### config.mk
export PLATFORM = sky130hd
export DESIGN_NAME = dp_sequencer
export DESIGN_NICKNAME = d
export VERILOG_FILES = /design/src/rtl/dp_sequencer.sv
export SDC_FILE = /design/constraint.sdc
export NUM_CORES = 1
export LEC_CHECK = 0
export ABC_AREA = 1
export CAP_MARGIN = 20
export CORE_MARGIN = 3
export CORE_UTILIZATION = 28
export CTS_CLUSTER_DIAMETER = 40
export DETAILED_ROUTE_END_ITERATION = 8
export GPL_ROUTABILITY_DRIVEN = 0
export PLACE_DENSITY_LB_ADDON = 0.2
export SETUP_SLACK_MARGIN = 0.2
export SLEW_MARGIN = 0
export SYNTH_ARGS = -nofsm -noshare
export SYNTH_HDL_FRONTEND = slang
export SYNTH_SLANG_ARGS = --single-unit
### constraint.sdc
create_clock -name clk -period 2 [get_ports clk]
set_input_delay 0.3 -clock clk [delete_from_list [all_inputs] [get_ports clk]]
set_output_delay 0.3 -clock clk [all_outputs]
set_load 0.01 [all_outputs]
### src/rtl/dp_sequencer.sv
// Multi-cycle sequencer for ARM data-processing instructions: condition check,
// operand fetch over one shared RF read port, shifter/ALU drive, then writeback.
module dp_sequencer #(
    parameter logic [31:0] PC_READ_OFS    = 32'd8,
    parameter logic [31:0] PC_READ_OFS_RS = 32'd12
) (
    input  logic        clk,
    input  logic        rst,
    input  logic        start,
    input  logic [31:0] instr,
    input  logic [31:0] pc,
    input  logic [3:0]  cpsr_nzcv,
    output logic        busy,
    output logic        done,
    output logic [3:0]  rf_raddr,
    input  logic [31:0] rf_rdata,
    output logic [31:0] sh_value,
    output logic [7:0]  sh_amount,
    output logic [1:0]  sh_type,
    output logic        sh_imm,
    input  logic [31:0] sh_result,
    input  logic        sh_carry,
    output logic [3:0]  alu_opcode,
    output logic [31:0] alu_a,
    output logic [31:0] alu_b,
    output logic [3:0]  alu_nzcv,
    output logic        alu_sc,
    input  logic [31:0] alu_out,
    input  logic [1:0]  alu_cv,
    output logic        rf_we,
    output logic [3:0]  rf_waddr,
    output logic [31:0] rf_wdata,
    output logic        flags_we,
    output logic [3:0]  flags_out,
    output logic        spsr_restore,
    output logic        branch,
    output logic [31:0] branch_target
);

    typedef struct packed {
        logic [3:0]  cond;
        logic [1:0]  fixed;
        logic        imm_op;
        logic [3:0]  opcode;
        logic        s;
        logic [3:0]  rn;
        logic [3:0]  rd;
        logic [11:0] op2;
    } dp_instr_t;

    typedef enum logic [2:0] {
        S_IDLE, S_COND, S_RD_RN, S_RD_RM, S_RD_RS, S_EXEC, S_WB
    } state_t;

    state_t    state, next_state;
    dp_instr_t ins_q;
    logic [31:0] pc_q, rn_q, rm_q, res_q;
    logic [3:0]  nzcv_q;
    logic [7:0]  rs_q;
    logic [1:0]  cv_q;
    logic        sc_q;

    logic        is_mov, writes, reg_shift, rd_pc, cond_pass;
    logic [31:0] pc_std, pc_rs, pc_opnd;
    logic [3:0]  rm_idx, rs_idx;
    logic        unused_bits;

    assign rm_idx    = ins_q.op2[3:0];
    assign rs_idx    = ins_q.op2[11:8];
    assign is_mov    = (ins_q.opcode == 4'hD) || (ins_q.opcode == 4'hF);
    assign writes    = (ins_q.opcode[3:2] != 2'b10);
    assign reg_shift = !ins_q.imm_op && ins_q.op2[4];
    assign rd_pc     = writes && (ins_q.rd == 4'hF);
    assign pc_std    = pc_q + PC_READ_OFS;
    assign pc_rs     = pc_q + PC_READ_OFS_RS;
    // r15 as Rn/Rm reads further ahead when the shift amount comes from Rs
    assign pc_opnd   = reg_shift ? pc_rs : pc_std;
    assign unused_bits = ^ins_q.fixed;

    always_comb begin
        logic n, z, c, v;
        {n, z, c, v} = nzcv_q;
        cond_pass = 1'b0;
        case (ins_q.cond)
            4'h0: cond_pass = z;
            4'h1: cond_pass = !z;
            4'h2: cond_pass = c;
            4'h3: cond_pass = !c;
            4'h4: cond_pass = n;
            4'h5: cond_pass = !n;
            4'h6: cond_pass = v;
            4'h7: cond_pass = !v;
            4'h8: cond_pass = c && !z;
            4'h9: cond_pass = !c || z;
            4'hA: cond_pass = (n == v);
            4'hB: cond_pass = (n != v);
            4'hC: cond_pass = !z && (n == v);
            4'hD: cond_pass = z || (n != v);
            4'hE: cond_pass = 1'b1;
            default: cond_pass = 1'b0;
        endcase
    end

    always_ff @(posedge clk) begin
        if (rst) state <= S_IDLE;
        else     state <= next_state;
    end

    always_comb begin
        next_state = state;
        case (state)
            S_IDLE:  if (start) next_state = S_COND;
            S_COND: begin
                if (!cond_pass)  next_state = S_WB;
                else if (is_mov) next_state = ins_q.imm_op ? S_EXEC : S_RD_RM;
                else             next_state = S_RD_RN;
            end
            S_RD_RN: next_state = ins_q.imm_op ? S_EXEC : S_RD_RM;
            S_RD_RM: next_state = ins_q.op2[4] ? S_RD_RS : S_EXEC;
            S_RD_RS: next_state = S_EXEC;
            S_EXEC:  next_state = S_WB;
            S_WB:    next_state = S_IDLE;
            default: next_state = S_IDLE;
        endcase
    end

    always_ff @(posedge clk) begin
        if (rst) begin
            ins_q  <= '0;
            pc_q   <= '0;
            nzcv_q <= '0;
            rn_q   <= '0;
            rm_q   <= '0;
            rs_q   <= '0;
            res_q  <= '0;
            cv_q   <= '0;
            sc_q   <= 1'b0;
        end else begin
            case (state)
                S_IDLE: if (start) begin
                    ins_q  <= instr;
                    pc_q   <= pc;
                    nzcv_q <= cpsr_nzcv;
                    rn_q   <= '0;   // MOV/MVN leave operand A at zero
                end
                S_RD_RN: rn_q <= (ins_q.rn == 4'hF) ? pc_opnd : rf_rdata;
                S_RD_RM: rm_q <= (rm_idx == 4'hF) ? pc_opnd : rf_rdata;
                S_RD_RS: rs_q <= (rs_idx == 4'hF) ? pc_rs[7:0] : rf_rdata[7:0];
                S_EXEC: begin
                    res_q <= alu_out;
                    cv_q  <= alu_cv;
                    sc_q  <= sh_carry;
                end
                default: ;
            endcase
        end
    end

    assign alu_opcode = ins_q.opcode;
    assign alu_nzcv   = nzcv_q;
    assign alu_sc     = sc_q;

    always_comb begin
        busy          = (state != S_IDLE);
        done          = 1'b0;
        rf_raddr      = 4'h0;
        sh_value      = 32'h0;
        sh_amount     = 8'h0;
        sh_type       = 2'b00;
        sh_imm        = 1'b0;
        alu_a         = 32'h0;
        alu_b         = 32'h0;
        rf_we         = 1'b0;
        rf_waddr      = 4'h0;
        rf_wdata      = 32'h0;
        flags_we      = 1'b0;
        flags_out     = 4'h0;
        spsr_restore  = 1'b0;
        branch        = 1'b0;
        branch_target = 32'h0;
        case (state)
            S_RD_RN: rf_raddr = (ins_q.rn == 4'hF) ? 4'h0 : ins_q.rn;
            S_RD_RM: rf_raddr = (rm_idx == 4'hF) ? 4'h0 : rm_idx;
            S_RD_RS: rf_raddr = (rs_idx == 4'hF) ? 4'h0 : rs_idx;
            S_EXEC: begin
                if (ins_q.imm_op) begin
                    sh_value  = {24'h0, ins_q.op2[7:0]};
                    sh_amount = {3'b000, ins_q.op2[11:8], 1'b0};
                    sh_type   = 2'b11;
                end else begin
                    sh_value  = rm_q;
                    sh_amount = ins_q.op2[4] ? rs_q : {3'b000, ins_q.op2[11:7]};
                    sh_type   = ins_q.op2[6:5];
                    sh_imm    = !ins_q.op2[4];
                end
                alu_a = rn_q;
                alu_b = sh_result;
            end
            S_WB: begin
                done          = 1'b1;
                rf_waddr      = ins_q.rd;
                rf_wdata      = res_q;
                branch_target = {res_q[31:2], 2'b00};
                flags_out     = {res_q[31], (res_q == 32'h0), cv_q};
                if (cond_pass) begin
                    rf_we        = writes && !rd_pc;
                    branch       = rd_pc;
                    flags_we     = ins_q.s && !rd_pc;
                    spsr_restore = ins_q.s && rd_pc;
                end
            end
            default: ;
        endcase
    end

endmodule
==> out/qor.txt, run 1 <==
================================================================================
Gr usage total ....................................................        0.203
Main combinational cell family by area after synthesis ............ simple AND/OR/NAND/NOR gates
Mux cell area share after synthesis ...............................            0
Nets ..............................................................        2,110
Pin count of the biggest net entering global routing ..............           83
Worst ir drop on vdd ..............................................     0.631 mV
Maximum capacitance violations ....................................            0
Endpoints failing hold ............................................            0
Total instance count after detailed placement .....................        2,280
Worst clock skew ..................................................    0.0228 ns
Critical Path End Type ............................................   output pin
Static leakage ....................................................   0.00686 uW
Violations in the final reports ................................... setup timing
Area of the multi-input gates .....................................  0.00566 mm2
H-tree lvl count ..................................................            4
Worst hold slack ..................................................     0.304 ns
Global-route congestion overflow total ............................            0
CTS buffer count ..................................................           17
Run status ........................................................ finished, violations left
Met1 track demand over resource ...................................        0.246
Y dimension of the die ............................................       191 um
Post-Synthesis Cell Area ..........................................  0.00962 mm2
Async set or reset register ratio after synthesis .................            0
Number of global-route vias before repair .........................       10,300
Largest stage delay, worst path ...................................      0.37 ns
Final setup vio count .............................................          144
Seq. cell area ....................................................  0.00357 mm2
Synthesized-area fraction occupied by adder cells .................      0.00390
Data arrival, critical path .......................................      1.90 ns
Portion of the post-synthesis area used by sequential elements ....        0.366
Starting density of the core ......................................        0.285
Mean post-synth cell area .........................................     6.44 um2
Critical path type ................................................ flip-flop to output pin
Met2 global-route usage ...........................................        0.371
Flip-flop cell with the highest count after synthesis ............. sky130_fd_sc_hd__dfxtp_1
Complex-gate fraction of the synthesized area .....................        0.221
Worst setup slack after layout ....................................    -0.200 ns
Violation count after the first detailed-routing iteration ........          758
Remaining antenna violation count after routing ...................            0
Final HPWL DP .....................................................      29.9 mm
Maximum clock insertion buffer count ..............................            2
Global-route met3 utilization .....................................       0.0356
Clock Tree Root ................................................... sky130_fd_sc_hd__clkbuf_16
Synth-to-Final Area Change ........................................        76.3%
Cell repeated most along the worst path ........................... sky130_fd_sc_hd__buf_6
Flop and latch count out of synthesis .............................          176
Drt pass-1 iters ..................................................            5
Count of synthesis-stage warnings from yosys ......................            0
Final core area utilization .......................................        0.503
Worst slew margin relative to its limit ...........................        0.533
Core Area .........................................................   0.0337 mm2
I/O Pins ..........................................................          368
Worst setup slack after placement .................................    -0.184 ns
Startpoint kind of the worst setup timing path ....................    flip-flop
Most crowded layer after global routing ...........................         met2
Simple-Gate Fraction of Synth Area ................................        0.224
Total Die Area ....................................................   0.0366 mm2
Chip Width ........................................................       191 um
Final Slew Violations .............................................            0
Time the final worst path needs with I/O delays and setup .........      2.20 ns
Hold-fix buffer count after cts ...................................            0
Fraction of final layout cells sized beyond drive strength 1 ......        0.332
Post-layout instance count excluding filler cells .................        2,400
Cell type of the slowest stage on the worst timing path ........... sky130_fd_sc_hd__dfxtp_4
Overall via count from detail_route ...............................       11,400
Number of clock sinks .............................................          176
Xor/xnor share of the synthesized area ............................       0.0164
Layout fillers ....................................................        3,260
Worst min-delay path class ........................................ input port to flip-flop
Setup total negative slack ........................................    -11.31 ns
WL/cell ...........................................................      17.8 um
Data required time at the worst endpoint ..........................      1.70 ns
Clock tree from TritonCTS .........................................         done
Least-Margin Pin Slew .............................................     0.700 ns
Total Wirelength ..................................................      42.8 mm
DR DRC count ......................................................            0
Worst Path Max Fanout .............................................            4
Number of unique standard cell types used by synthesis ............           37
Post-Synthesis Cells ..............................................        1,493
Via density per instance ..........................................         4.74
Cell area power density ...........................................   919 mW/mm2
First-pass GRT wire length ........................................      57.9 mm
Port buffer count .................................................          363
Ratio of final minimum period to clock period .....................         1.10
Number of rows in the core area ...................................           67
Clock transition at path regs .....................................      0.09 ns
Cells along the critical path ..................................... buf_6 -> nand3_4 -> buf_8 -> buf_6 -> clkinv_4 -> buf_6 -> buf_6 -> a32o_2 -> buf_6
Number of antenna violations at the first check in global routing .            2
Worst-skew pair later-pin latency .................................      0.44 ns
Unrepaired setup endpoints after global routing ...................         true
EDFF count, synth .................................................            0
Setup slack on the worst flop-to-flop path ........................      0.23 ns
Top achievable clock speed ........................................      455 MHz
================================================================================
-- path summary, 6_finish.rpt --
check,startpoint,end,cells past startpoint
setup / recovery,state[2]$_SDFFE_PP0P_,sh_amount[0],9
hold / removal,rst,pc_q[15]$_SDFFE_PP0P_,4
setup reg to reg,ins_q[31]$_SDFFE_PP0P_,state[2]$_SDFFE_PP0P_,13
hold reg to reg,res_q[3]$_SDFFE_PP0P_,res_q[3]$_SDFFE_PP0P_,2
-- registers in the layout, summed over array words and instances (netlist names) --
signal / count
alu_sc: 1
rn_q: 32
pc_q: 32
rs_q: 8
cv_q: 2
ins_q: 26
res_q: 32
alu_nzcv: 4
state: 3
rm_q: 32
alu_opcode: 4
-- cells in the mapped netlist (17+ instances only) --
cell type	number	share of area
sky130_fd_sc_hd__a21oi_1	189	0.098
sky130_fd_sc_hd__buf_2	22	0.011
sky130_fd_sc_hd__buf_4	39	0.030
sky130_fd_sc_hd__clkbuf_1	51	0.020
sky130_fd_sc_hd__dfxtp_1	176	0.37
sky130_fd_sc_hd__inv_1	256	0.10
sky130_fd_sc_hd__nand2_1	231	0.090
sky130_fd_sc_hd__nand3_1	57	0.030
sky130_fd_sc_hd__nor2_1	184	0.072
sky130_fd_sc_hd__o21ai_0	135	0.070
sky130_fd_sc_hd__o22ai_1	24	0.016
sky130_fd_sc_hd__xor2_1	17	0.015
-- power by group --
part	switching, uW	total, uW	internal [uW]
registers	669	5050	4380
clock network	1700	3510	1810
logic	4000	7010	3010
total	6370	15600	9200
-- worst max-delay path: cells and delay by family (launching register included) --
kind            cells  cell delay, ns
compound gates      1            0.26
buf+inv             7            0.74
flops               1            0.37
simple gates        1            0.10
-- placed cells by master, fill, tap and decap left out, types with 17 or more instances in the layout --
master                              n
sky130_fd_sc_hd__inv_1            240
sky130_fd_sc_hd__nand2_1          212
sky130_fd_sc_hd__a21oi_1          176
sky130_fd_sc_hd__clkdlybuf4s50_1  174
sky130_fd_sc_hd__buf_6            166
sky130_fd_sc_hd__dfxtp_1          155
sky130_fd_sc_hd__o21ai_0          128
sky130_fd_sc_hd__buf_4            102
sky130_fd_sc_hd__nor2_4            99
sky130_fd_sc_hd__buf_2             58
sky130_fd_sc_hd__nor2_1            53
sky130_fd_sc_hd__nand3_1           48
sky130_fd_sc_hd__nor2_2            39
sky130_fd_sc_hd__clkbuf_16         28
sky130_fd_sc_hd__o22ai_1           24
sky130_fd_sc_hd__buf_12            17
-- layer usage --
layer | share of wire | up-vias | routed length, um
met3 | 0.064 | 54 | 2740
met1 | 0.41 | 5310 | 17500
met5 | 0 | - | 0
li1 | - | 5619 | -
met2 | 0.51 | 399 | 21700
met4 | 0.021 | 0 | 894
-- cell families after synthesis --
family / Yosys count
AND/OR/NAND/NOR: 518
flip-flops: 176
other: 1
XOR/XNOR: 18
AO/OA/AOI/OAI: 394
buffers and inverters: 383
adder cells (fa/ha/maj): 3
-- what timing repair did --
| action | 4_1_cts | 5_1_grt |
|---|---|---|
| gates resized for setup | 443 | 838 |
| buffers inserted | 10 | 60 |
| gates cloned | 1 | 15 |
| endpoints found under the hold margin | 0 | 0 |
| endpoints found under the setup margin | 233 | 282 |
| pin swaps | 13 | 39 |
-- final cells by class --
type	count	area share
Antenna cell	2	0.000295
Timing Repair Buffer	541	0.325
Inverter	266	0.0613
Clock inverter	15	0.0111
Sequential cell	176	0.211
Tap cell	448	0.0331
Clock buffer	17	0.0251
Multi-Input combinational cell	935	0.334
-- through the flow --
step / instance area, um2 / total power, uW
CTS: 14700 / 14100
global route: 17000 / 16500
finish: 17000 / 15600
detailed placement: 14000 / 10300
global placement: 14000 / 10200
floorplan: 9630 / 7840
No activity file was read; power rests on OpenSTA's default activity.
==> inputs of run 2 (changes only) <==
- CAP_MARGIN: 20 -> 25
==> results of run 2 <==
Same layout as run 1: the final DEF is identical, and so are final timing and power.
